File: src/rtl/replica_dist_scan.sv
// Non-destructive rotating readout of CHAIN_NUM distance shift chains, streamed over valid/ready with chain/index tags.
// Optional minimum tracking is enabled by defining DIST_SCAN_BEST_EN; otherwise best_* are tied to 0.
module replica_dist_scan #(
  parameter int CHAIN_NUM   = 2,
  parameter int REPLICA_NUM = 32,
  parameter int DATA_W      = 32,
  localparam int CW = (CHAIN_NUM > 1) ? $clog2(CHAIN_NUM) : 1,
  localparam int IW = (REPLICA_NUM > 1) ? $clog2(REPLICA_NUM) : 1
) (
  input  logic                        clk,
  input  logic                        reset,
  input  logic                        start,
  output logic                        busy,
  output logic                        done,
  output logic [CHAIN_NUM-1:0]        chain_shift,
  output logic [CHAIN_NUM*DATA_W-1:0] chain_wdata,
  input  logic [CHAIN_NUM*DATA_W-1:0] chain_rdata,
  output logic                        m_valid,
  input  logic                        m_ready,
  output logic [DATA_W-1:0]           m_data,
  output logic [CW-1:0]               m_chain,
  output logic [IW-1:0]               m_index,
  output logic                        best_valid,
  output logic [DATA_W-1:0]           best_data,
  output logic [CW-1:0]               best_chain,
  output logic [IW-1:0]               best_index
);

  typedef enum logic [1:0] {S_IDLE, S_CAPT, S_SEND, S_DONE} state_t;

  state_t            state_q;
  logic [CW-1:0]     c_q;
  logic [IW-1:0]     k_q;
  logic [DATA_W-1:0] m_data_q;
  logic [CW-1:0]     m_chain_q;
  logic [IW-1:0]     m_index_q;
  logic [DATA_W-1:0] rd_sel;
  logic              last_k, last_c;

  assign last_k = (k_q == IW'(REPLICA_NUM - 1));
  assign last_c = (c_q == CW'(CHAIN_NUM - 1));

  // The selected chain is shifted with its own output fed back, so it rotates in place.
  always_comb begin
    rd_sel      = '0;
    chain_shift = '0;
    chain_wdata = '0;
    for (int c = 0; c < CHAIN_NUM; c++) begin
      if (c_q == CW'(c)) begin
        rd_sel = chain_rdata[c*DATA_W +: DATA_W];
        if (state_q == S_CAPT) begin
          chain_shift[c]                 = 1'b1;
          chain_wdata[c*DATA_W +: DATA_W] = chain_rdata[c*DATA_W +: DATA_W];
        end
      end
    end
  end

`ifdef DIST_SCAN_BEST_EN
  logic              best_valid_q;
  logic [DATA_W-1:0] best_data_q;
  logic [CW-1:0]     best_chain_q;
  logic [IW-1:0]     best_index_q;
`endif

  always_ff @(posedge clk) begin
    if (reset) begin
      state_q   <= S_IDLE;
      c_q       <= '0;
      k_q       <= '0;
      m_data_q  <= '0;
      m_chain_q <= '0;
      m_index_q <= '0;
`ifdef DIST_SCAN_BEST_EN
      best_valid_q <= 1'b0;
      best_data_q  <= '0;
      best_chain_q <= '0;
      best_index_q <= '0;
`endif
    end else begin
      case (state_q)
        S_IDLE: begin
          if (start) begin
            state_q <= S_CAPT;
            c_q     <= '0;
            k_q     <= '0;
`ifdef DIST_SCAN_BEST_EN
            best_valid_q <= 1'b0;
`endif
          end
        end
        S_CAPT: begin
          m_data_q  <= rd_sel;
          m_chain_q <= c_q;
          m_index_q <= IW'(REPLICA_NUM - 1) - k_q;
`ifdef DIST_SCAN_BEST_EN
          // Strict compare keeps the earliest-read word on ties.
          if ((c_q == '0 && k_q == '0) || (rd_sel < best_data_q)) begin
            best_data_q  <= rd_sel;
            best_chain_q <= c_q;
            best_index_q <= IW'(REPLICA_NUM - 1) - k_q;
          end
`endif
          state_q <= S_SEND;
        end
        S_SEND: begin
          if (m_ready) begin
            if (last_k && last_c) begin
              state_q <= S_DONE;
`ifdef DIST_SCAN_BEST_EN
              best_valid_q <= 1'b1;
`endif
            end else begin
              state_q <= S_CAPT;
              if (last_k) begin
                k_q <= '0;
                c_q <= c_q + CW'(1);
              end else begin
                k_q <= k_q + IW'(1);
              end
            end
          end
        end
        default: state_q <= S_IDLE;
      endcase
    end
  end

  assign busy    = (state_q != S_IDLE);
  assign done    = (state_q == S_DONE);
  assign m_valid = (state_q == S_SEND);
  assign m_data  = m_data_q;
  assign m_chain = m_chain_q;
  assign m_index = m_index_q;

`ifdef DIST_SCAN_BEST_EN
  assign best_valid = best_valid_q;
  assign best_data  = best_data_q;
  assign best_chain = best_chain_q;
  assign best_index = best_index_q;
`else
  assign best_valid = 1'b0;
  assign best_data  = '0;
  assign best_chain = '0;
  assign best_index = '0;
`endif

endmodule

File: config.mk
export PLATFORM = sky130hd
export DESIGN_NAME = replica_dist_scan
export DESIGN_NICKNAME = d
export VERILOG_FILES = /design/src/rtl/replica_dist_scan.sv
export SDC_FILE = /design/constraint.sdc
export NUM_CORES = 1
export LEC_CHECK = 0
export CAP_MARGIN = 30
export CORE_UTILIZATION = 30
export CTS_CLUSTER_SIZE = 16
export DETAILED_ROUTE_END_ITERATION = 10
export PLACE_DENSITY_LB_ADDON = 0.1
export SETUP_SLACK_MARGIN = 0.05
export SLEW_MARGIN = 20
export SYNTH_ARGS = -nofsm -noshare
export SYNTH_HDL_FRONTEND = slang
export SYNTH_SLANG_ARGS = --single-unit
File: constraint.sdc
create_clock -name clk -period 2.6 [get_ports clk]
set_clock_uncertainty 0.05 [all_clocks]
set_input_delay 0.52 -clock clk [delete_from_list [all_inputs] [get_ports clk]]
set_output_delay 0.52 -clock clk [all_outputs]
set_load 0.02 [all_outputs]
==> metrics.cfg <==
[status]
outcome = finished clean

[worst_setup_path]
cp-end-kind = primary output
path_cells = nand2b_2 -> nor2_8 -> buf_12 -> and2_1 -> clkdlybuf4s50_1
reg2reg_depth = 7
slowest_stage = clkdlybuf4s50_1
path_buf_inv = 2
worstSetupStartpointType = register
crit_family = buffers and inverters
slowest_delay_ns = 0.60
ff2ff_setup_slack_ns = 0.73
r2r_end = k_q[2]$_SDFFE_PP0P_
cp_max_fo = 10
critPathRequiredTime_ns = 2.03
critical_path_arrival_ns = 1.91
crit_type = register to primary output
reg2reg_from = k_q[0]$_SDFFE_PP0P_

[timing]
hold_viol_final = 0
drv_slew = 0
worst_slew_pin_slew_ns = 0.543
slew_headroom_pct = 63.8
fmax_mhz = 403
rsz0062_at_grt = true
period_share_pct = 95.4
worst_slack_ns = 0.121
tns_ns = 0
post-route-min-period_ns = 2.48
finalSetupViolCount = 0

[synthesis]
synth-seq-cells = 46
avgSynthCellArea_um2 = 9.09
synth_top_family_by_area = simple AND/OR/NAND/NOR gates
ys_async_sr_fraction_pct = 0
synth_xor_area_share_pct = 0
ys.warnings.count = 0
synthAdderAreaFrac_pct = 0.832
synthCells = 331
ys_seq_area_share_pct = 30.6
yosysUniqueCellTypes = 37
synth_area_mm2 = 0.00301
synth_edf_count = 0
synthSimpleGateAreaFrac_pct = 24.8
synth_ff_type = dfxtp_1
synth-compound-area-share_pct = 16.3
synth_mux_area_share_pct = 11.0

[clocking]
cts_root_buf = clkbuf_8
cts_inserted_buffers = 5
cts.sinks = 46
tritoncts = done
clock_path_buffers = 2
cts.reportedPaths.clkPinSlew_ns = 0.09
cts_hold_buf = 0
clk_latency_ns = 0.30
cts_max_level = 2

[power_and_ir_drop]
p_int_mw = 1.29
p_comb_share_pct = 36.0
power.density_mw_per_mm2 = 384
ir_worst_vdd_uv = 218
swShare_pct = 32.4
netSwitchingPower_mw = 0.618
total_leakage_power_nw = 2.69
p_seq_share_pct = 41.1
clockPowerShare_pct = 22.9

[grt]
track_usage_pct = 16.5
grt_overflow_total = 0
antenna_found_initial = 1
grt_max_degree = 47
grt_pass1_wl_um = 13000
grt_pass1_vias = 2483

[route]
post_drt_wl_per_cell_um = 14.2
drt_iter0_markers = 54
drtPass1Iterations = 4
drcViolationCount = 0
wl_um = 8960
routed_via_density = 4.42
ant_nets = 0
vias = 2801

[layout]
layout-drive-gt1-share_pct = 14.6
final_nets = 570
fillers = 930
final_core_util_pct = 51.1
syn_to_final_growth_pct = 65.3
instances_no_fill = 633

[floorplan]
ios = 214
rows = 36
start_util_pct = 30.9
die_w_um = 102
dieArea_mm2 = 0.0104
die_height_um = 102
core_area_mm2 = 0.00973

[job]
drv_cap = 0

[placed_design]
preCtsSetupSlack_ns = 0.238
dpl.hpwl_um = 6430
dp.cells = 620
gp_congestion = 0.709
io_buffers = 174

[min_path]
hold_class = register to register
whs_path_depth = 1
min_from = k_q[3]$_SDFFE_PP0P_
hold_path_end = k_q[3]$_SDFFE_PP0P_

==> repair_timing <==
item / CTS / global route
endpoints found under the hold margin: 0 / 0
gates resized for setup: 4 / 48
pin swaps: 2 / 0
endpoints found under the setup margin: 44 / 53
gates cloned: 1 / 0
buffers inserted: 5 / 0
==> metrics by stage <==
| stage | hold slack [ns] | instance area (um^2) | total power, mW |
|---|---|---|---|
| 2_1_floorplan | 0.390 | 3150 | 1.21 |
| 3_3_place_gp | 0.417 | 4680 | 1.47 |
| 3_5_place_dp | 0.415 | 4680 | 1.47 |
| 4_1_cts | 0.433 | 4850 | 1.94 |
| 5_1_grt | 0.464 | 4970 | 2.02 |
| 6_report | 0.436 | 4970 | 1.91 |
==> cell usage after synthesis (2+ instances only) <==
cell | number | share of area [%]
a211oi_1 | 3 | 0.75
a211oi_2 | 30 | 12
a21oi_1 | 7 | 1.2
a31oi_1 | 2 | 0.42
and2_1 | 33 | 6.9
and3_1 | 26 | 5.4
and3_2 | 8 | 2.0
buf_1 | 2 | 0.25
buf_2 | 4 | 0.67
buf_4 | 44 | 11
buf_6 | 8 | 3.0
clkbuf_1 | 5 | 0.62
clkbuf_2 | 4 | 0.67
dfxtp_1 | 46 | 31
ha_1 | 2 | 0.83
mux2i_1 | 32 | 11
nand2_1 | 5 | 0.62
nor2_1 | 44 | 5.5
nor3_1 | 3 | 0.50
nor4_1 | 2 | 0.42
o21ai_0 | 4 | 0.67
o21ai_1 | 2 | 0.33
==> logic make-up after synthesis <==
group	after synthesis
buffers and inverters	68
flip-flops	46
multiplexers	33
adder cells (fa/ha/maj)	2
AO/OA/AOI/OAI	49
AND/OR/NAND/NOR	132
other	1
==> worst reg2reg max path, delay by kind of cell, from the launching register on <==
family          cells  cell delay, ns
simple gates        2            0.33
compound gates      3            0.60
fa+ha+maj           2            0.45
flops               1            0.39
==> registers in the layout, indices dropped and copies added (netlist names) <==
| register | count |
|---|---|
| c_q | 1 |
| k_q | 5 |
| m_chain | 1 |
| m_data | 32 |
| m_index | 5 |
| state_q | 2 |
==> layout by cell type (no fill, tap or decap), types with 2 or more instances in the layout <==
| master | instances |
|---|---|
| and2_1 | 33 |
| conb_1 | 39 |
| ha_1 | 2 |
| buf_12 | 4 |
| dlymetal6s2s_1 | 46 |
| clkbuf_8 | 6 |
| nor3_1 | 3 |
| a31oi_1 | 2 |
| and3_1 | 26 |
| o21ai_0 | 4 |
| dfxtp_1 | 45 |
| mux2i_1 | 32 |
| o21ai_1 | 2 |
| nand2_1 | 5 |
| buf_4 | 9 |
| clkdlybuf4s50_1 | 126 |
| nor4_1 | 2 |
| and3_2 | 8 |
| nor2_1 | 44 |
| a211oi_1 | 3 |
| a21oi_1 | 7 |
| buf_6 | 2 |
| a211oi_2 | 30 |
==> final cells by class <==
class | count | area [um^2] | share of cell area [%]
Antenna cell | 1 | 2.50 | 0.0503
Inverter | 1 | 3.75 | 0.0755
Multi-Input combinational cell | 256 | 1760 | 35.4
Sequential cell | 46 | 922 | 18.6
Timing Repair Buffer | 190 | 2040 | 41.0
Clock buffer | 6 | 82.6 | 1.66
Tap cell | 133 | 166 | 3.35
==> per-layer routing <==
| layer | track usage [%] | vias to the layer above | wire length (um) |
|---|---|---|---|
| met4 | 4.73 | 0 | 72 |
| met3 | 5.27 | 6 | 815 |
| met1 | 19.8 | 1254 | 3630 |
| li1 | - | 1407 | - |
| met2 | 28.1 | 134 | 4440 |
| met5 | 0 | - | 0 |
==> power groups by stage <==
stage                     logic, mW  clock network [mW]  registers [mW]
after global routing          0.740               0.486           0.790
final                         0.686               0.437           0.783
after CTS                     0.699               0.457           0.784
after global placement        0.668                   0           0.798
after detailed placement      0.673                   0           0.800
after floorplan               0.347                   0           0.862
==> worst max-delay path by stage <==
stage | depth (start not counted) | end | startpoint
floorplan | 5 | chain_wdata[10] | state_q[1]$_SDFFE_PP0P_
global placement | 3 | chain_wdata[60] | chain_rdata[60]
detailed placement | 3 | chain_wdata[60] | chain_rdata[60]
CTS | 5 | chain_wdata[63] | state_q[1]$_SDFFE_PP0P_
global route | 5 | chain_wdata[35] | state_q[1]$_SDFFE_PP0P_
finish | 5 | chain_wdata[20] | state_q[1]$_SDFFE_PP0P_
(Power assumes the default switching activity.)
